## src/rtl/dsram_arbiter_if.sv

```systemverilog
// Data SRAM arbiter bus bundle.
// Carries the CPU load/store port, the aux (debug/DMA) burst port, the
// pipeline stall request and the SRAM control/data lines.
// slave  : arbiter side (takes requests, drives grants and SRAM controls).
// master : environment side (drives requests and SRAM read data).
interface dsram_arbiter_if;
    logic        cpu_req;
    logic [3:0]  cpu_wen;
    logic [31:0] cpu_addr;
    logic [31:0] cpu_wdata;
    logic        cpu_gnt;
    logic        cpu_rvalid;
    logic [31:0] cpu_rdata;

    logic        aux_req;
    logic [3:0]  aux_wen;
    logic [31:0] aux_addr;
    logic [31:0] aux_wdata;
    logic        aux_last;
    logic        aux_gnt;
    logic        aux_rvalid;
    logic [31:0] aux_rdata;

    logic        stallreq_mem;

    logic        data_sram_en;
    logic [3:0]  data_sram_wen;
    logic [31:0] data_sram_addr;
    logic [31:0] data_sram_wdata;
    logic [31:0] data_sram_rdata;

    modport slave (
        input  cpu_req, cpu_wen, cpu_addr, cpu_wdata,
        output cpu_gnt, cpu_rvalid, cpu_rdata,
        input  aux_req, aux_wen, aux_addr, aux_wdata, aux_last,
        output aux_gnt, aux_rvalid, aux_rdata,
        output stallreq_mem,
        output data_sram_en, data_sram_wen, data_sram_addr, data_sram_wdata,
        input  data_sram_rdata
    );

    modport master (
        output cpu_req, cpu_wen, cpu_addr, cpu_wdata,
        input  cpu_gnt, cpu_rvalid, cpu_rdata,
        output aux_req, aux_wen, aux_addr, aux_wdata, aux_last,
        input  aux_gnt, aux_rvalid, aux_rdata,
        input  stallreq_mem,
        input  data_sram_en, data_sram_wen, data_sram_addr, data_sram_wdata,
        output data_sram_rdata
    );
endinterface

```

## src/rtl/dsram_arbiter.sv

```systemverilog
// Single-ported data SRAM arbiter/sequencer.
// Shares the SRAM between the CPU load/store port and an aux burst master.
// Grants and SRAM controls are combinational (access issued in the grant
// cycle); reads return one cycle later and are routed by an owner register.
// Ports: clk, resetn (async active-low), bus (dsram_arbiter_if.slave).
// Params: STARVE_MAX - max denied cycles for aux before it is forced in;
//         BURST_MAX  - max cycles the CPU may be blocked by an aux burst.
module dsram_arbiter #(
    parameter int STARVE_MAX = 4,
    parameter int BURST_MAX  = 8
) (
    input  logic            clk,
    input  logic            resetn,
    dsram_arbiter_if.slave  bus
);
    localparam logic OWN_CPU = 1'b0;
    localparam logic OWN_AUX = 1'b1;
    localparam logic [3:0] STARVE_LIM = 4'(STARVE_MAX);
    localparam logic [3:0] BURST_LIM  = 4'(BURST_MAX);

    logic       state, state_nxt;
    logic [3:0] aux_wait, cpu_wait;
    logic       cpu_sel, aux_sel;
    logic       rd_vld, rd_aux;

    // State register
    always_ff @(posedge clk or negedge resetn) begin
        if (!resetn) state <= OWN_CPU;
        else         state <= state_nxt;
    end

    // Next-state logic: an aux beat opens or closes the burst
    always_comb begin
        state_nxt = state;
        case (state)
            OWN_CPU: if (bus.aux_gnt && !bus.aux_last) state_nxt = OWN_AUX;
            OWN_AUX: if (bus.aux_gnt &&  bus.aux_last) state_nxt = OWN_CPU;
            default: state_nxt = OWN_CPU;
        endcase
    end

    // Output logic: grant selection and SRAM mux
    always_comb begin
        cpu_sel = 1'b0;
        aux_sel = 1'b0;
        case (state)
            OWN_CPU: begin
                if (bus.aux_req && aux_wait == STARVE_LIM) aux_sel = 1'b1;
                else if (bus.cpu_req)                      cpu_sel = 1'b1;
                else if (bus.aux_req)                      aux_sel = 1'b1;
            end
            default: begin
                // Forced CPU beat first, then burst beats; CPU fills burst gaps
                if (bus.cpu_req && cpu_wait == BURST_LIM) cpu_sel = 1'b1;
                else if (bus.aux_req)                     aux_sel = 1'b1;
                else if (bus.cpu_req)                     cpu_sel = 1'b1;
            end
        endcase
    end

    // Nothing reaches the SRAM while reset is held
    assign bus.cpu_gnt      = cpu_sel & resetn;
    assign bus.aux_gnt      = aux_sel & resetn;
    assign bus.stallreq_mem = bus.cpu_req & ~bus.cpu_gnt;
    assign bus.data_sram_en = bus.cpu_gnt | bus.aux_gnt;

    always_comb begin
        bus.data_sram_wen   = 4'h0;
        bus.data_sram_addr  = 32'h0;
        bus.data_sram_wdata = 32'h0;
        if (bus.cpu_gnt) begin
            bus.data_sram_wen   = bus.cpu_wen;
            bus.data_sram_addr  = bus.cpu_addr;
            bus.data_sram_wdata = bus.cpu_wdata;
        end else if (bus.aux_gnt) begin
            bus.data_sram_wen   = bus.aux_wen;
            bus.data_sram_addr  = bus.aux_addr;
            bus.data_sram_wdata = bus.aux_wdata;
        end
    end

    // Starvation counters, saturating at their limits
    always_ff @(posedge clk or negedge resetn) begin
        if (!resetn) begin
            aux_wait <= 4'h0;
            cpu_wait <= 4'h0;
        end else begin
            if (bus.aux_gnt)                             aux_wait <= 4'h0;
            else if (bus.aux_req && aux_wait != STARVE_LIM) aux_wait <= aux_wait + 4'h1;
            if (bus.cpu_gnt)                             cpu_wait <= 4'h0;
            else if (bus.cpu_req && cpu_wait != BURST_LIM)  cpu_wait <= cpu_wait + 4'h1;
        end
    end

    // Read owner: tags the one-cycle-later return with its requester
    always_ff @(posedge clk or negedge resetn) begin
        if (!resetn) begin
            rd_vld <= 1'b0;
            rd_aux <= 1'b0;
        end else begin
            rd_vld <= (bus.cpu_gnt && bus.cpu_wen == 4'h0) ||
                      (bus.aux_gnt && bus.aux_wen == 4'h0);
            rd_aux <= bus.aux_gnt;
        end
    end

    assign bus.cpu_rvalid = rd_vld & ~rd_aux;
    assign bus.aux_rvalid = rd_vld &  rd_aux;
    assign bus.cpu_rdata  = bus.data_sram_rdata;
    assign bus.aux_rdata  = bus.data_sram_rdata;
endmodule
```

## src/flat_wrapper.sv

```systemverilog
// flat-port wrapper written by rule: the top's interface ports become plain ports
module dsram_arbiter_flat 
#(
    parameter int STARVE_MAX = 4,
    parameter int BURST_MAX  = 8
)
  (clk, resetn, bus_cpu_req, bus_cpu_wen, bus_cpu_addr, bus_cpu_wdata, bus_cpu_gnt, bus_cpu_rvalid, bus_cpu_rdata, bus_aux_req, bus_aux_wen, bus_aux_addr, bus_aux_wdata, bus_aux_last, bus_aux_gnt, bus_aux_rvalid, bus_aux_rdata, bus_stallreq_mem, bus_data_sram_en, bus_data_sram_wen, bus_data_sram_addr, bus_data_sram_wdata, bus_data_sram_rdata);
  dsram_arbiter_if bus_i ();
  input  logic clk;
  input  logic resetn;
  input wire logic [$bits(bus_i.cpu_req)-1:0] bus_cpu_req;
  input wire logic [$bits(bus_i.cpu_wen)-1:0] bus_cpu_wen;
  input wire logic [$bits(bus_i.cpu_addr)-1:0] bus_cpu_addr;
  input wire logic [$bits(bus_i.cpu_wdata)-1:0] bus_cpu_wdata;
  output wire logic [$bits(bus_i.cpu_gnt)-1:0] bus_cpu_gnt;
  output wire logic [$bits(bus_i.cpu_rvalid)-1:0] bus_cpu_rvalid;
  output wire logic [$bits(bus_i.cpu_rdata)-1:0] bus_cpu_rdata;
  input wire logic [$bits(bus_i.aux_req)-1:0] bus_aux_req;
  input wire logic [$bits(bus_i.aux_wen)-1:0] bus_aux_wen;
  input wire logic [$bits(bus_i.aux_addr)-1:0] bus_aux_addr;
  input wire logic [$bits(bus_i.aux_wdata)-1:0] bus_aux_wdata;
  input wire logic [$bits(bus_i.aux_last)-1:0] bus_aux_last;
  output wire logic [$bits(bus_i.aux_gnt)-1:0] bus_aux_gnt;
  output wire logic [$bits(bus_i.aux_rvalid)-1:0] bus_aux_rvalid;
  output wire logic [$bits(bus_i.aux_rdata)-1:0] bus_aux_rdata;
  output wire logic [$bits(bus_i.stallreq_mem)-1:0] bus_stallreq_mem;
  output wire logic [$bits(bus_i.data_sram_en)-1:0] bus_data_sram_en;
  output wire logic [$bits(bus_i.data_sram_wen)-1:0] bus_data_sram_wen;
  output wire logic [$bits(bus_i.data_sram_addr)-1:0] bus_data_sram_addr;
  output wire logic [$bits(bus_i.data_sram_wdata)-1:0] bus_data_sram_wdata;
  input wire logic [$bits(bus_i.data_sram_rdata)-1:0] bus_data_sram_rdata;
  assign bus_i.cpu_req = bus_cpu_req;
  assign bus_i.cpu_wen = bus_cpu_wen;
  assign bus_i.cpu_addr = bus_cpu_addr;
  assign bus_i.cpu_wdata = bus_cpu_wdata;
  assign bus_cpu_gnt = bus_i.cpu_gnt;
  assign bus_cpu_rvalid = bus_i.cpu_rvalid;
  assign bus_cpu_rdata = bus_i.cpu_rdata;
  assign bus_i.aux_req = bus_aux_req;
  assign bus_i.aux_wen = bus_aux_wen;
  assign bus_i.aux_addr = bus_aux_addr;
  assign bus_i.aux_wdata = bus_aux_wdata;
  assign bus_i.aux_last = bus_aux_last;
  assign bus_aux_gnt = bus_i.aux_gnt;
  assign bus_aux_rvalid = bus_i.aux_rvalid;
  assign bus_aux_rdata = bus_i.aux_rdata;
  assign bus_stallreq_mem = bus_i.stallreq_mem;
  assign bus_data_sram_en = bus_i.data_sram_en;
  assign bus_data_sram_wen = bus_i.data_sram_wen;
  assign bus_data_sram_addr = bus_i.data_sram_addr;
  assign bus_data_sram_wdata = bus_i.data_sram_wdata;
  assign bus_i.data_sram_rdata = bus_data_sram_rdata;
  dsram_arbiter #(.STARVE_MAX(STARVE_MAX), .BURST_MAX(BURST_MAX)) u_core (.clk(clk), .resetn(resetn), .bus(bus_i));
endmodule
```

## config.mk

```make
export PLATFORM = sky130hd
export DESIGN_NAME = dsram_arbiter_flat
export DESIGN_NICKNAME = d
export VERILOG_FILES = /design/src/rtl/dsram_arbiter_if.sv /design/src/rtl/dsram_arbiter.sv /design/src/flat_wrapper.sv
export SDC_FILE = /design/constraint.sdc
export NUM_CORES = 1
export LEC_CHECK = 0
export ABC_AREA = 1
export BUFFER_PORTS_ARGS = -buffer_cell sky130_fd_sc_hd__buf_2
export CORE_AREA = 2 2 122 124
export CTS_BUF_LIST = sky130_fd_sc_hd__clkbuf_2 sky130_fd_sc_hd__clkbuf_4 sky130_fd_sc_hd__clkbuf_8
export CTS_CLUSTER_DIAMETER = 120
export DETAILED_ROUTE_END_ITERATION = 12
export DIE_AREA = 0 0 124 126
export PLACE_DENSITY_LB_ADDON = 0.08
export SLEW_MARGIN = 20
export SYNTH_ARGS = -nofsm -noshare
export SYNTH_HDL_FRONTEND = slang
export SYNTH_SLANG_ARGS = --single-unit
```

## constraint.sdc

```tcl
create_clock -name clk -period 1.85 [get_ports clk]
set_input_delay 0.2775 -clock clk [delete_from_list [all_inputs] [get_ports clk]]
set_output_delay 0.2775 -clock clk [all_outputs]
set_load 0.01 [all_outputs]
```

==> results_dict.tcl, run 1 <==
set metrics [dict create \
    port_buffers 214 \
    grt_pass1_wl_mm 18.0 \
    via_per_inst 4.60 \
    period_share 1.15 \
    yosysWarnings 0 \
    total_power_mw 3.35 \
    fin_skew_ns 0.00696 \
    setup_violations 72 \
    cts_buffer_depth 2 \
    crit_top_cell "nor2_4" \
    dp_hpwl_mm 8.62 \
    final_cells 772 \
    arrival_ns 1.86 \
    grt_pass1_vias 3440 \
    fin_nets 766 \
    area_growth_pct 70.0 \
    clk_transition_reported_paths_ns 0.06 \
    fin_crit_ns 2.13 \
    cts_buffers 3 \
    cp-start-kind "flip-flop" \
    multiInputGateArea_um2 1690 \
    avgSynthCellArea_um2 6.00 \
    cts_tree "yes" \
    p_comb_frac 0.803 \
    synth_fp_nets 596 \
    peakVddDrop_mv 0.271 \
    antenna_found_initial 1 \
    crit_path_max_incr_delay_ns 0.38 \
    dr.pass1.iters 4 \
    fp.coreArea_um2 14300 \
    leakagePower_nw 2.45 \
    synth_xor_area_frac 0 \
    reg2reg_depth 13 \
    synthMuxAreaShare 0 \
    swShare 0.480 \
    worstPathMaxFanout 11 \
    crit_type "flip-flop to output port" \
    cp_data_required_time_ns 1.57 \
    violations "negative setup slack" \
    drive_gt1_frac 0.558 \
    ios 311 \
    mostFrequentLayoutCell "buf_2" \
    rsz0062_at_grt "true" \
    critPathCaptureType "output port" \
    critPathTopFamily "simple AND/OR/NAND/NOR gates" \
    grt_usage 0.148 \
    ys_seq_area_frac 0.109 \
    cts_sinks 11 \
    drt.antenna.violating_nets 0 \
    drc 0 \
    fp.dieH_um 126 \
    hold_viol_final 0 \
    root_buffer "clkbuf_8" \
    path_buf_inv 4 \
    final_area_um2 4280 \
    yosysUniqueCellTypes 25 \
    die_w_um 124 \
    routed_wl_mm 13.3 \
    p_per_area_nw_per_um2 784 \
    synth_top_family_by_area "simple AND/OR/NAND/NOR gates" \
    clock_power_share 0.074 \
    placedCellCount 741 \
    p_int_mw 1.74 \
    drv_cap 0 \
    initial_utilization 0.176 \
    cp_cell_sequence "inv_2 -> ha_4 -> nand2_4 -> nor2_4 -> nor2_4 -> nor2_8 -> buf_4 -> buf_12 -> nand3_1 -> nand2_2 -> buf_6" \
    antennaDiodeCount 0 \
    r2r_end "u_core.cpu_wait[1]$_DFFE_PN0P_" \
    r2r_slack_ns 0.10 \
    drt_iter0_drc 183 \
    worstSkewPairLatency_ns 0.24 \
    final_cell_mix "buf_2 (198), nand2_1 (90), nand4_1 (74)" \
    power_switching_mw 1.61 \
    h-tree-depth 1 \
    floorplan.rows 44 \
    regToRegStartpoint "u_core.cpu_wait[1]$_DFFE_PN0P_" \
    status "complete, but fails checks" \
    regArea_um2 275 \
    yosys.area_share.simple 0.540 \
    vias 3552 \
    holdCritPathClass "input port to async pin" \
    overflow 0 \
    postLayoutSetupSlackWorst_ns -0.284 \
    place_congestion 0.795 \
    cpMaxStageDelayCell "dfrtp_1" \
    whs_ns 0.0795 \
    post_drt_wl_per_cell_um 17.3 \
    drv_slew 0 \
    worst_pin_slew_ns 0.368 \
    dpl_cell_area_um2 3410 \
    postSynthCellCount 419 \
    seq_power_share 0.123 \
    slew_headroom 0.755 \
    synth_compound_area_frac 0.0179 \
    fmax_ghz 0.469 \
    die-area_um2 15600 \
    syn-cell-area_um2 2510 \
    ctsHoldBuffers 0 \
    synthAdderAreaFrac 0.0199 \
    grt_max_degree 44 \
    synth_seq_cells 11 \
    fill_cells 1601 \
]
## registers in the layout, summed over array words and instances (netlist names), named ones only
signal	cells
u_core.rd_aux	1
u_core.rd_vld	1
u_core.aux_wait	4
u_core.cpu_wait	4
## stage by stage
step                 util  setup WS [ns]  setup TNS [ns]
finish              0.299         -0.284          -18.47
floorplan               -          0.159               0
global placement    0.238        -0.0370         -0.0370
global route        0.299         -0.400          -26.44
detailed placement  0.238        -0.0394         -0.0394
CTS                 0.273         -0.281          -17.00
## cells by family after synthesis
kind of cell,count (synthesis)
flops,11
buf+inv,124
compound gates,7
simple gates,273
fa+ha+maj,4
## routing by layer
metal	global-route usage	wire length, µm	up-vias
li1	-	-	1720
met1	0.167	5180	1635
met2	0.275	6900	161
met3	0.0272	935	34
met4	0.0496	322	2
met5	0	13	-
## area by class of cell
class	instances	share of cell area
Inverter	23	0.0219
Clock inverter	1	0.00117
Clock buffer	3	0.00966
Sequential cell	11	0.0644
Timing Repair Buffer	266	0.455
Tap cell	184	0.0538
Multi-Input combinational cell	284	0.394
## Yosys cell counts, drive strengths merged
cell      n  area (µm²)
o21ai     2        10.0
nand4    74         463
nand2   107         412
nand3    77         390
nor2     13        80.1
inv      23        86.3
o21bai    1        7.51
dfrtp    11         275
nor3b     1        7.51
buf      95         677
a21oi     2        13.8
a31oi     1        6.26
ha        4        50.1
clkbuf    6        22.5
a21o      1        7.51
and2      1        6.26
## worst max-delay path by stage
| stage | startpoint | depth (start not counted) | slack [ns] | to |
|---|---|---|---|---|
| after global placement | u_core.cpu_wait[0]$_DFFE_PN0P_ | 10 | -0.04 | bus_data_sram_wdata[5] |
| final | u_core.cpu_wait[1]$_DFFE_PN0P_ | 11 | -0.28 | bus_data_sram_wdata[5] |
| after CTS | u_core.cpu_wait[1]$_DFFE_PN0P_ | 11 | -0.28 | bus_data_sram_addr[6] |
| after detailed placement | u_core.cpu_wait[0]$_DFFE_PN0P_ | 10 | -0.04 | bus_data_sram_wdata[5] |
| after global routing | u_core.cpu_wait[1]$_DFFE_PN0P_ | 11 | -0.40 | bus_data_sram_wdata[27] |
| after floorplan | u_core.cpu_wait[0]$_DFFE_PN0P_ | 10 | 0.16 | bus_stallreq_mem |
## timing repair
action,CTS,global route
buffers inserted,11,7
gates cloned,7,6
endpoints found under the setup margin,72,73
pin swaps,7,45
resized for setup,39,58
## power groups by stage
stage          registers [mW]  clock network, mW  logic [mW]
6_report                0.411              0.249        2.69
5_1_grt                 0.421              0.275        2.93
4_1_cts                 0.401              0.262        2.45
3_5_place_dp            0.402                  0        2.00
3_3_place_gp            0.402                  0        2.01
2_1_floorplan           0.397                  0        1.26
Power figures use the tool's default switching activity.
==> run 2, diff against run 1 <==
Settings changed: RECOVER_POWER set to 25.
==> run 2 against run 1 <==
  * Combinational power hardly changed
  * Highest routed layer unchanged
  * Cell count stayed put
  * Critical endpoint unchanged
  * First-iteration DRC count stayed put
  * Via count hardly changed
  * The flow still finishes with violations (negative setup slack)
  * Non-clock buffer count stayed put
  * Clock-buffer cell count stayed put
==> results_dict.tcl, run 2 (synthesis results as in run 1) <==
set metrics [dict create \
    crit_path_max_incr_delay_ns 0.38 \
    grt_pass1_vias 3440 \
    startpoint "u_core.cpu_wait[1]$_DFFE_PN0P_" \
    status "complete, but fails checks" \
    regToRegStartpoint "u_core.cpu_wait[1]$_DFFE_PN0P_" \
    drv_slew 0 \
    fin_skew_ns 0.00696 \
    cts_tree "yes" \
    grt_max_degree 44 \
    dpl_cell_area_um2 3410 \
    slew_headroom 0.755 \
    leakagePower_nw 2.45 \
    cpMaxStageDelayCell "dfrtp_1" \
    mostFrequentLayoutCell "buf_2" \
    floorplan.rows 44 \
    clk_transition_reported_paths_ns 0.06 \
    vias 3550 \
    fp.dieH_um 126 \
    preCtsSetupSlack_ns -0.0394 \
    worst_pin_slew_ns 0.368 \
    post_drt_wl_per_cell_um 17.3 \
    cp_cell_sequence "inv_2 -> ha_4 -> nand2_4 -> nor2_4 -> nor2_4 -> nor2_8 -> buf_4 -> buf_12 -> nand3_1 -> nand2_2 -> buf_6" \
    worstSkewPairLatency_ns 0.24 \
    crit_type "flip-flop to output port" \
    r2r_slack_ns 0.10 \
    cts_sinks 11 \
    drv_cap 0 \
    antenna_found_initial 1 \
    cts_buffers 3 \
    cp_data_required_time_ns 1.57 \
    fp.coreArea_um2 14300 \
    ios 311 \
    drc 0 \
    peakVddDrop_mv 0.271 \
    place_congestion 0.795 \
    path_buf_inv 4 \
    holdCritPathClass "input port to async pin" \
    violations "negative setup slack" \
    postLayoutSetupSlackWorst_ns -0.284 \
    antennaDiodeCount 0 \
    setup_violations 72 \
    die-area_um2 15600 \
    drive_gt1_frac 0.558 \
    hold_viol_final 0 \
    grt_usage 0.148 \
    via_per_inst 4.60 \
    r2r_end "u_core.cpu_wait[1]$_DFFE_PN0P_" \
    die_w_um 124 \
    port_buffers 214 \
    dr.pass1.iters 4 \
    routed_wl_mm 13.3 \
    worstPathMaxFanout 11 \
    whs_ns 0.0795 \
    fin_nets 766 \
    cp-start-kind "flip-flop" \
    area_growth_pct 70.0 \
    fmax_ghz 0.469 \
    initial_utilization 0.176 \
    dp_hpwl_mm 8.62 \
    p_per_area_nw_per_um2 784 \
    crit_top_cell "nor2_4" \
    reg2reg_depth 13 \
    h-tree-depth 1 \
    grt_pass1_wl_mm 18.0 \
    root_buffer "clkbuf_8" \
    overflow 0 \
    drt_iter0_drc 183 \
    final_area_um2 4280 \
    period_share 1.15 \
    final_util 0.299 \
    critPathCaptureType "output port" \
    rsz0062_at_grt "true" \
    top_regs "u_core.aux_wait (4), u_core.cpu_wait (4)" \
    ctsHoldBuffers 0 \
    drt.antenna.violating_nets 0 \
    final_cell_mix "buf_2 (198), nand2_1 (90), nand4_1 (74)" \
    fin_crit_ns 2.13 \
    critPathTopFamily "simple AND/OR/NAND/NOR gates" \
    arrival_ns 1.86 \
    cts_buffer_depth 2 \
]
run 2: final cells by class:
class | instances | area [µm²]
clock buffer | 3 | 41.3
clock inverter | 1 | 5.00
fill | 1601 | 10000
inverter | 23 | 93.8
multi-input combinational | 284 | 1690
sequential | 11 | 275
tap | 184 | 230
timing repair buffer | 266 | 1940
run 2: what timing repair did:
item                                    4_1_cts  5_1_grt
cloned                                        7        6
endpoints found under the setup margin       72       73
setup buffers                                11        7
resized for setup                            39       58
pin swaps                                     7       45
run 2: how the worst max path moves through the flow:
stage	end	slack, ns	cells after the start
2_1_floorplan	bus_stallreq_mem	0.16	10
3_3_place_gp	bus_data_sram_wdata[5]	-0.04	10
3_5_place_dp	bus_data_sram_wdata[5]	-0.04	10
4_1_cts	bus_data_sram_addr[6]	-0.28	11
5_1_grt	bus_data_sram_wdata[27]	-0.40	11
6_report	bus_data_sram_wdata[5]	-0.28	11
run 2: metrics by stage:
stage               std cells  setup TNS [ns]  total power, mW
floorplan                 419               0             1.66
global placement          741         -0.0370             2.41
detailed placement        741         -0.0394             2.40
CTS                       763          -17.00             3.12
global route              772          -26.44             3.63
finish                    772          -18.47             3.35
run 2: routing by layer:
layer / part of all wire / vias to the layer above / GRT usage
li1: - / 1720 / -
met2: 0.52 / 161 / 0.275
met4: 0.024 / 2 / 0.0496
met3: 0.070 / 34 / 0.0272
met5: 0.00097 / - / 0
met1: 0.39 / 1633 / 0.167
run 2: report_power, final:
group          switching, mW  total [mW]  internal (mW)
Combinational           1.42        2.69           1.27
Sequential            0.0882       0.411          0.323
Clock                  0.101       0.249          0.148
==> run 3, diff against run 2 <==
==> constraint.sdc (replaced) <==
create_clock -name clk -period 1.85 [get_ports clk]
set_input_delay 0.555 -clock clk [delete_from_list [all_inputs] [get_ports clk]]
set_output_delay 0.555 -clock clk [all_outputs]
set_load 0.01 [all_outputs]
==> run 3 against run 2 <==
  * The run still ends with negative setup slack left
  * Final area down 0.53%
  * Fmax down 9.8%
  * Cell count up 0.52%
  * Critical path depth down 2
  * Sequential share of layout area about the same
  * Core utilization down 0.16 points
  * Largest power group unchanged
  * Via count up 0.28%
==> results_dict.tcl, run 3 (synthesis results as in run 1) <==
set metrics [dict create \
    status "complete, but fails checks" \
    violations "negative setup slack" \
    fin_nets 770 \
    regToRegStartpoint "u_core.aux_wait[1]$_DFFE_PN0P_" \
    fin_crit_ns 2.37 \
    die_w_um 124 \
    startpoint "u_core.aux_wait[1]$_DFFE_PN0P_" \
    grt_usage 0.147 \
    rsz0062_at_grt "true" \
    fp.dieH_um 126 \
    grt_pass1_wl_mm 18.2 \
    slew_headroom 0.671 \
    initial_utilization 0.176 \
    cts_tree "yes" \
    worstPathMaxFanout 26 \
    port_buffers 214 \
    vias 3560 \
    holdCritPathClass "input port to async pin" \
    postLayoutSetupSlackWorst_ns -0.516 \
    drc 0 \
    period_share 1.28 \
    crit_path_max_incr_delay_ns 0.39 \
    ios 311 \
    fmax_ghz 0.423 \
    cts_buffers 3 \
    fill_cells 1626 \
    final_cell_mix "buf_2 (198), nand2_1 (89), nand4_1 (74)" \
    cpMaxStageDelayCell "dfrtp_1" \
    multiInputGateArea_um2 1670 \
    setup_violations 72 \
    dr.pass1.iters 4 \
    h-tree-depth 1 \
    routed_wl_mm 13.0 \
    fp.coreArea_um2 14300 \
    mostFrequentLayoutCell "buf_2" \
    grt_pass1_vias 3380 \
    hold_viol_final 0 \
    fin_skew_ns 0.00382 \
    overflow 0 \
    grt_max_degree 36 \
    antennaDiodeCount 0 \
    die-area_um2 15600 \
    floorplan.rows 44 \
    drv_cap 0 \
    leakagePower_nw 2.45 \
    drive_gt1_frac 0.544 \
    path_buf_inv 4 \
    p_per_area_nw_per_um2 815 \
    drv_slew 0 \
    drt_iter0_drc 194 \
    top_regs "u_core.aux_wait (4), u_core.cpu_wait (4)" \
    via_per_inst 4.59 \
    worst_pin_slew_ns 0.493 \
    cp-start-kind "flip-flop" \
    crit_top_cell "nand4_1" \
    worstSkewPairLatency_ns 0.24 \
    ctsHoldBuffers 0 \
    critPathTopFamily "buffers and inverters" \
    whs_ns 0.390 \
    area_growth_pct 69.1 \
    post_drt_wl_per_cell_um 16.7 \
    clk_transition_reported_paths_ns 0.06 \
    arrival_ns 1.81 \
    antenna_found_initial 0 \
    dp_hpwl_mm 8.87 \
    crit_type "flip-flop to output port" \
    critPathCaptureType "output port" \
    cts_sinks 11 \
    cp_data_required_time_ns 1.29 \
    drt.antenna.violating_nets 0 \
    cts_buffer_depth 2 \
    regArea_um2 275 \
    cp_cell_sequence "inv_2 -> ha_4 -> nand4_1 -> buf_4 -> nand2_8 -> buf_12 -> nand4_1 -> nand2_2 -> buf_2" \
    peakVddDrop_mv 0.231 \
    tns_ns -33.55 \
    root_buffer "clkbuf_8" \
    place_congestion 0.774 \
]
## run 3: power breakdown
group | leakage, nW | switching, mW | internal [mW]
sequential | 0.142 | 0.0737 | 0.323
clock | 0.0262 | 0.106 | 0.167
combinational | 2.28 | 1.44 | 1.35
## run 3: path summary, 6_finish.rpt
check	end	slack, ns	cells after the start
min in group clk	flip-flop	0.58	4
setup reg to reg	u_core.aux_wait[0]$_DFFE_PN0P_	0.12	11
max in group asynchronous	async pin	0.77	3
hold reg to reg	flip-flop	0.60	2
hold / removal	u_core.rd_aux$_DFF_PN0_	0.39	2
setup / recovery	bus_data_sram_addr[22]	-0.52	9
## run 3: final cells by class
cell class                      instances  area share
Multi-Input combinational cell        284       0.392
Clock buffer                            4      0.0115
Timing Repair Buffer                  270       0.456
Sequential cell                        11      0.0647
Tap cell                              184      0.0541
Inverter                               23      0.0215
## run 3: through the flow
stage / area, µm² / setup slack, ns / util / std cells / power (mW)
2_1_floorplan: 2600 / -0.0284 / - / 419 / 1.73
3_3_place_gp: 3560 / -0.385 / 0.249 / 753 / 2.53
3_5_place_dp: 3560 / -0.425 / 0.249 / 753 / 2.52
4_1_cts: 3980 / -0.514 / 0.278 / 769 / 3.32
5_1_grt: 4250 / -0.626 / 0.297 / 776 / 3.75
6_report: 4250 / -0.516 / 0.297 / 776 / 3.47
## run 3: worst reg2reg max path, delay by kind of cell, from the launching register on
| family | cells | cell delay (ns) |
|---|---|---|
| buffers and inverters | 6 | 0.70 |
| flip-flops | 1 | 0.39 |
| AND/OR/NAND/NOR | 4 | 0.40 |
| adder cells (fa/ha/maj) | 1 | 0.14 |
## run 3: routing by layer
| metal | GRT usage | up-vias | part of all wire |
|---|---|---|---|
| met5 | 0 | - | 0 |
| met2 | 0.279 | 155 | 0.52 |
| li1 | - | 1726 | - |
| met4 | 0.0304 | 0 | 0.021 |
| met1 | 0.168 | 1646 | 0.38 |
| met3 | 0.0258 | 33 | 0.075 |
## run 3: repair_timing
item | CTS | global route
pin swaps | 6 | 6
buffers inserted | 6 | 3
endpoints found under the setup margin | 72 | 72
gates resized for setup | 35 | 32
cloned | 6 | 5
